`src/rtl/inst_fetch_buffer.sv`:
```
// Instruction-fetch buffer between the PC register and IF/ID.
// Issues fetch requests on an SRAM-like instruction interface, keeps the
// in-order responses in a small queue and hands {pc, inst} pairs to decode.
// A flush throws away everything buffered; responses that were still in
// flight at the flush are counted down and dropped in the DRAIN state.
//
// Handshakes (all sampled on the rising edge of clk):
//   fetch request : a request is accepted in any cycle where
//                   inst_req_o && inst_addr_ok_i; pc_ready_o reports exactly
//                   that, and upstream holds pc_i stable until it sees it.
//   response      : inst_data_ok_i marks one read word per cycle, returned in
//                   request order.
//   decode output : the head entry transfers in any cycle where
//                   id_valid_o && id_ready_i; id_valid_o never depends on
//                   id_ready_i, and a transfer frees the entry.
module inst_fetch_buffer #(
   parameter int DEPTH = 4,
   parameter int AW    = 32,
   parameter int DW    = 32
) (
   input  logic                     clk,
   input  logic                     rst,
   input  logic [AW-1:0]            pc_i,
   input  logic                     pc_ce_i,
   output logic                     pc_ready_o,
   output logic                     inst_req_o,
   output logic [AW-1:0]            inst_addr_o,
   input  logic                     inst_addr_ok_i,
   input  logic [DW-1:0]            inst_rdata_i,
   input  logic                     inst_data_ok_i,
   input  logic                     flush_i,
   output logic                     id_valid_o,
   output logic [AW-1:0]            id_pc_o,
   output logic [DW-1:0]            id_inst_o,
   input  logic                     id_ready_i,
   output logic [$clog2(DEPTH):0]   count_o,
   output logic                     dbg_state_o,
   output logic [$clog2(DEPTH):0]   dbg_discard_cnt_o
);

   localparam int PW = $clog2(DEPTH);
   localparam int CW = PW + 1;

   typedef enum logic {
      ST_RUN   = 1'b0,
      ST_DRAIN = 1'b1
   } state_t;

   state_t          state_q, state_n;
   logic [CW-1:0]   discard_q, discard_n;

   // Entry storage; pc/inst carry no reset, validity lives in filled_q.
   logic [AW-1:0]   pc_q   [DEPTH];
   logic [DW-1:0]   inst_q [DEPTH];
   logic [DEPTH-1:0] filled_q;

   // Pointers carry one extra wrap bit so tail-fill and tail-head give exact
   // occupancy even when every entry is allocated.
   logic [CW-1:0]   head_q, fill_q, tail_q;
   logic [PW-1:0]   head_idx, fill_idx, tail_idx;

   logic [CW-1:0]   pending;
   logic            full;
   logic            resp_fill;
   logic            resp_drop;
   logic            pop;
   logic            proto_err;

   assign head_idx = head_q[PW-1:0];
   assign fill_idx = fill_q[PW-1:0];
   assign tail_idx = tail_q[PW-1:0];

   assign count_o  = tail_q - head_q;
   assign pending  = tail_q - fill_q;
   assign full     = (count_o == CW'(DEPTH));

   assign inst_addr_o       = pc_i;
   assign id_pc_o           = pc_q[head_idx];
   assign id_inst_o         = inst_q[head_idx];
   assign dbg_state_o       = state_q;
   assign dbg_discard_cnt_o = discard_q;

   // Request, response classification and decode-side handshake.
   always_comb begin
      inst_req_o = !rst && pc_ce_i && !flush_i && (state_q == ST_RUN) && !full;
      pc_ready_o = inst_req_o && inst_addr_ok_i;
      resp_fill  = inst_data_ok_i && (state_q == ST_RUN) && (pending != '0);
      resp_drop  = inst_data_ok_i && (state_q == ST_DRAIN) && (discard_q != '0);
      proto_err  = inst_data_ok_i && !resp_fill && !resp_drop;
      id_valid_o = filled_q[head_idx] && !flush_i;
      pop        = id_valid_o && id_ready_i;
   end

   // Next state: a flush in RUN turns the in-flight requests into a discard
   // count; DRAIN counts dropped responses down and returns to RUN at zero.
   always_comb begin
      state_n   = state_q;
      discard_n = discard_q;
      if (flush_i) begin
         if (state_q == ST_RUN) begin
            discard_n = pending - CW'(resp_fill);
         end else begin
            discard_n = discard_q - CW'(resp_drop);
         end
         state_n = (discard_n != '0) ? ST_DRAIN : ST_RUN;
      end else if (resp_drop) begin
         discard_n = discard_q - CW'(1);
         state_n   = (discard_n != '0) ? ST_DRAIN : ST_RUN;
      end
   end

   // State register and discard counter.
   always_ff @(posedge clk) begin
      if (rst) begin
         state_q   <= ST_RUN;
         discard_q <= '0;
      end else begin
         state_q   <= state_n;
         discard_q <= discard_n;
      end
   end

   // Pointers and filled bits; a flush empties the queue and wins over any
   // same-cycle accept, fill or pop.
   always_ff @(posedge clk) begin
      if (rst || flush_i) begin
         head_q   <= '0;
         fill_q   <= '0;
         tail_q   <= '0;
         filled_q <= '0;
      end else begin
         if (pc_ready_o) begin
            tail_q <= tail_q + CW'(1);
         end
         if (resp_fill) begin
            filled_q[fill_idx] <= 1'b1;
            fill_q             <= fill_q + CW'(1);
         end
         if (pop) begin
            filled_q[head_idx] <= 1'b0;
            head_q             <= head_q + CW'(1);
         end
      end
   end

   // Payload writes: pc at allocation, instruction word when it returns.
   always_ff @(posedge clk) begin
      if (!rst && !flush_i) begin
         if (pc_ready_o) begin
            pc_q[tail_idx] <= pc_i;
         end
         if (resp_fill) begin
            inst_q[fill_idx] <= inst_rdata_i;
         end
      end
   end

   // A response with nothing pending and nothing left to discard means the
   // memory side broke the in-order, one-per-request contract.
   a_no_orphan_resp : assert property (@(posedge clk) disable iff (rst) !proto_err);
   a_count_bound    : assert property (@(posedge clk) disable iff (rst) count_o <= CW'(DEPTH));

endmodule

```
`config.mk`:
```
export PLATFORM = sky130hd
export DESIGN_NAME = inst_fetch_buffer
export DESIGN_NICKNAME = d
export VERILOG_FILES = /design/src/rtl/inst_fetch_buffer.sv
export SDC_FILE = /design/constraint.sdc
export NUM_CORES = 1
export LEC_CHECK = 0
export ABC_AREA = 1
export CORE_ASPECT_RATIO = 0.75
export CORE_MARGIN = 10
export CORE_UTILIZATION = 40
export DETAILED_ROUTE_END_ITERATION = 8
export GPL_ROUTABILITY_DRIVEN = 0
export PLACE_DENSITY_LB_ADDON = 0.05
export SYNTH_ARGS = -nofsm -noshare
export SYNTH_HDL_FRONTEND = slang
export SYNTH_SLANG_ARGS = --single-unit
```
`constraint.sdc`:
```
create_clock -name clk -period 3.13 [get_ports clk]
set_input_delay 0.4695 -clock clk [delete_from_list [all_inputs] [get_ports clk]]
set_output_delay 0.4695 -clock clk [all_outputs]
set_load 0.1 [all_outputs]
```
* Word-level counts from Yosys, hierarchy flattened *
Memories as Yosys holds them, arrays and structs flattened. A register that Yosys moved wholly into a read port is not among the register bits.
Index checks and enable logic that the tools add are counted.

storage, ports and cells
  bits in registers = 17
  RAM bits = 256
  input port bits = 71
  output and inout port bits = 106
  logic and storage cells = 75
  memories kept = 2

cells by class
  add/subtract/negate cells = 8
  $lt $le $gt $ge = 4
  equality and inequality tests = 1
  muxes and demuxes = 27
  bitwise gates (word level) = 4
  reduce and logical (&&, ||, !) cells = 23

memory list
  name    words  width  rd ports  clocked after memory_dff  write ports  RTL line  text
  inst_q  4      32     1         1                         1            54        logic [DW-1:0] inst_q [DEPTH];
  pc_q    4      32     1         1                         1            53        logic [AW-1:0] pc_q [DEPTH];

operator list
  operator               count
  $logic_and A1 B1 Y1    14
  $mux W1                13
  $mux W3                4
  $mux W4                3
  $reduce_bool A3 Y1     4
  $add A3 B1 Y3 const B  3
  $mux W2                4
  $lt A2 B3 Y1 const B   2
  $sub A3 B1 Y3          2
  $sub A3 B3 Y3          2
  $and A4 B4 Y4          1
  $demux W1 S2           2
  $ge A2 B1 Y1 const B   2
  $not A4 Y4             1
  $or A4 B4 Y4           1
  $eq A3 B3 Y1 const B   1
  $logic_not A1 Y1       3
  $sub A3 B1 Y3 const B  1
  $bmux W1 S2            1
  $reduce_bool A2 Y1     1
  $logic_or A1 B1 Y1     1
  $not A1 Y1             1

* Longest topological paths before layout *
  depth after elaboration = 9
  depth in mapped cells = 18

* Least setup slack after synthesis *
No wires, ideal clock.

  kind = register -> register
  from = register tail_q[0]
  to = memory pc_q[0][0] (enable)
  library setup time = 0.421 ns
  arrival time = 2.828 ns
  slack = -0.120 ns
  stages on the path, launching flop included = 11
  period minus slack after synthesis = 3.250 ns
  cell sequence = dfxtp_1 > inv_1 > ha_1 > fa_1 > inv_1 > nand2_1 > nand2_1 > nand2_1 > nand3_2 > nand3_4 > nor2_1

on the way
  longest elaborated chain between the ends = 8

ends and longest elaborated chain
  element                        RTL line  text
  from (decl)                    59        logic [CW-1:0] head_q, fill_q, tail_q;
  from (signal assigned)         133       tail_q <= tail_q + CW'(1);
  $sub A3 B3 Y3                  73        assign count_o = tail_q - head_q;
  $eq A3 B3 Y1                   75        assign full = (count_o == CW'(DEPTH));
  $logic_not A1 Y1               85        inst_req_o = !rst && pc_ce_i && !flush_i && (state_q == ST_RUN) && !full;
  $logic_and A1 B1 Y1            85
  $logic_and A1 B1 Y1            86        pc_ready_o = inst_req_o && inst_addr_ok_i;
  $mux W1                        149       if (pc_ready_o) begin
  $mux W1                        148       if (!rst && !flush_i) begin
  $mux W1 (not written as such)  150       pc_q[tail_idx] <= pc_i;
  to (decl)                      53

Parallel ways exist; a longest one is shown, timed or not.

* Worst setup path after layout *
  from = register tail_q[0]
  to = output port pc_ready_o

on the way
  longest elaborated chain between the ends = 5

ends and longest elaborated chain
  element              RTL line  text
  $sub A3 B3 Y3        73
  $eq A3 B3 Y1         75
  $logic_not A1 Y1     85
  $logic_and A1 B1 Y1  85
  $logic_and A1 B1 Y1  86
  to (decl)            25        output logic pc_ready_o,

No other way between the ends.

==> metrics <==
most used cells in the layout excluding fill and tap cells=edfxtp_1 (256), nor2_1 (149), o21ai_0 (119), buf_12 (77), clkdlybuf4s50_1 (70); final setup fails=0; I/O Buffers=176; width of the chip=~210 um; half-perimeter wire length of the detailed placement result=16600 um; Clk Latency, worst-skew pair=530 ps; first-pass detailed-route iteration total=7; number of nets at the end of the flow=1108; tightest slew margin relative to the limit=0.675; met1 Usage GRT=0.205; count of antenna diodes in the layout=0; Fin Setup TNS=0 ps; count of boundary I/O pins=177; Syn Std Cell Area=about 11000 um2; total wire length after detailed routing=between 20000 and 30000 um; sequential share of the synthesized area=0.726; area of the die=around 35000 um2; Layout Skew=19.4 ps; met2 track utilization from global routing=0.233; via count of the first global-routing pass=roughly 6.9k; Placed Instance Area=13800 um2; number of max-capacitance violations reported=0; Core Area=27200 um2; global route hottest layer=met2; endpoint type of the worst setup path=output port; largest driver fanout on the critical path=5; reported leakage power=0.00525 uW; remaining antenna violation count after routing=0; First DRT Iteration DRCs=about 430; pin slew with the least headroom to its limit=485 ps; TritonCTS Buffers=27; CTS max path bufs=3; post-CTS setup buffers=0; Max Fclk=351 MHz; CTS sink count=between 200 and 300; Rows=52; count of cell types in the netlist=30; category of the critical setup timing path=reg -> out; clock-pin slew on the worst setup and hold paths=60 ps; maximum ir drop on the vdd rail=400 uV; met3 track demand over resource=0.0312; number of gates resized after CTS=0; final standard cell area without fillers=14600 um2; ratio of final minimum period to clock period=0.910; global-route wire length before repair=40400 um; run status=finished clean; sum of internal, switching and leakage power=7660 uW; Post-Syn Instances=about 860; total overflow reported by the global router=0; data required time of the critical path=approximately 2700 ps; Period minus WS final=2850 ps; final hold violation count=0; termination of the worst setup path=pc_ready_o; effective utilization at floorplan=0.409; synthesized net count=958; final-layout worst hold slack=504 ps; most common cell after layout, fill and taps aside=edfxtp_1; worst hold path type=reg -> reg; post-synthesis register bit count=275; CTS root buffer=clkbuf_16; maximum number of pins on one net before global-route repair=98; Final Core Density=0.536; Worst setup startpoint=tail_q[0]$_SDFFE_PP0N_; power density of the placed cells=525 nW/um2; Synth-to-Final Area Change=31.2%; initial antenna violation count=0; Tot GR Track Use=0.147; vertical die dimension=164 um; RSZ-0062 raised after global routing=false; number of fill cells=between 2k and 2.5k; number of remaining DRC errors=0; signal arrival time at the worst endpoint=2380 ps; reg2reg setup slack=540 ps; cell depth of the worst flop-to-flop path=12; end of the worst register-to-register path=pc_q[0][8]$_DFFE_PP_; crit path launch type=register; total number of vias=6927; Max H-tree Level=1; source of the worst hold timing path=dbg_discard_cnt_o[0]$_SDFFE_PP0P_; WL per Instance=19.0 um; Hold Buf Count CTS=0; Warnings, synthesis=0; vias per std cell=5.01; Final Slew Violations=0; worst reg2reg path startpoint=tail_q[0]$_SDFFE_PP0N_; ratio of cells with drive above 1 in the final layout=0.178; TritonCTS clock tree=yes; Post-Synthesis Mean Instance Area=between 10 and 15 um2
where the power goes:
group	internal [uW]	switching (uW)	total (uW)	leakage, uW
sequential	4030	10.3	4040	0.00246
combinational	195	456	651	0.00241
clock	1670	1300	2970	0.000381
total	5890	1760	7660	0.00525
flip-flops by register name (all words and copies together) (netlist names), named ones only:
signal and flops:
fill_q 3, dbg_state_o 1, dbg_discard_cnt_o 3, head_q 3, inst_q 128, tail_q 3
pc_q 128, filled_q 4
area by class of cell:
class	instances	area, um2	share of cell area
Tap cell	351	439	0.0301
Timing Repair Buffer	195	2600	0.178
Inverter	43	164	0.0112
Multi-Input combinational cell	472	2510	0.172
Clock buffer	37	713	0.0489
Clock inverter	11	78.8	0.00540
Sequential cell	275	8070	0.553
through the flow:
stage,cells,worst slack (ps)
after floorplan,864,-120
after global placement,1334,574
after detailed placement,1334,545
after CTS,1382,98.0
after global routing,1384,91.9
final,1384,282
cells in the mapped netlist:
library cell    n  area share
nand3_1        12      0.0054
nand3_2         3      0.0027
o22ai_1        64       0.036
inv_2           5      0.0017
nor2_4          1      0.0010
o21ai_0       119       0.054
edfxtp_1      256        0.69
nor2_1        157       0.053
o21ai_1        11      0.0050
o211ai_1        3      0.0020
or2_2           1     0.00056
dfxtp_1        19       0.034
a21oi_2         1     0.00079
nand4_1         4      0.0023
nand3_4         2      0.0032
nand2_2         3      0.0017
inv_1          38       0.013
ha_1           21       0.024
fa_1            2      0.0036
clkbuf_1       22      0.0074
buf_4          35       0.024
clkbuf_2        2     0.00090
a21oi_1         6      0.0027
and2_1          1     0.00056
nand2_4         1      0.0010
xor2_1          3      0.0024
nand2_1        55       0.019
a31oi_1         1     0.00056
nand3b_1        1     0.00068
buf_2          15      0.0068
how the worst min path moves through the flow:
stage | endpoint | cells past startpoint | slack (ps)
2_1_floorplan | head_q[2]$_SDFFE_PP0P_ | 2 | 480
3_3_place_gp | dbg_discard_cnt_o[0]$_SDFFE_PP0P_ | 2 | 500
3_5_place_dp | dbg_discard_cnt_o[0]$_SDFFE_PP0P_ | 2 | 500
4_1_cts | dbg_discard_cnt_o[0]$_SDFFE_PP0P_ | 2 | 510
5_1_grt | dbg_discard_cnt_o[0]$_SDFFE_PP0P_ | 2 | 520
6_report | dbg_discard_cnt_o[0]$_SDFFE_PP0P_ | 2 | 500
layer usage:
metal | vias up | share of wire | wire length [um]
met5 | - | 0 | 0
met4 | 0 | 0.014 | 360
met3 | 27 | 0.062 | 1630
met2 | 185 | 0.46 | 12200
met1 | 3331 | 0.46 | 12100
li1 | 3384 | - | -
worst max-delay path, cell delays in order (launching register included):
cell     delay [ps]
dfxtp_1         380
inv_1           140
ha_1            210
fa_1            380
inv_1            60
nand2_1          60
nand2_1          70
nand2_1          60
nand3_2         110
nand3_4          90
inv_1           100
buf_12          180
cell families (layout without fill, tap and decap cells):
group | Yosys count | in the layout | synth area share
buffers and inverters | 117 | 286 | 0.0532
and+or+nand+nor | 241 | 241 | 0.0906
adders and majority gates | 23 | 23 | 0.0272
AOI/OAI and AO/OA | 205 | 205 | 0.101
DFF | 275 | 275 | 0.726
xor gates and xnor gates | 3 | 3 | 0.00236
Note: power is estimated with default switching activity, not from simulation.
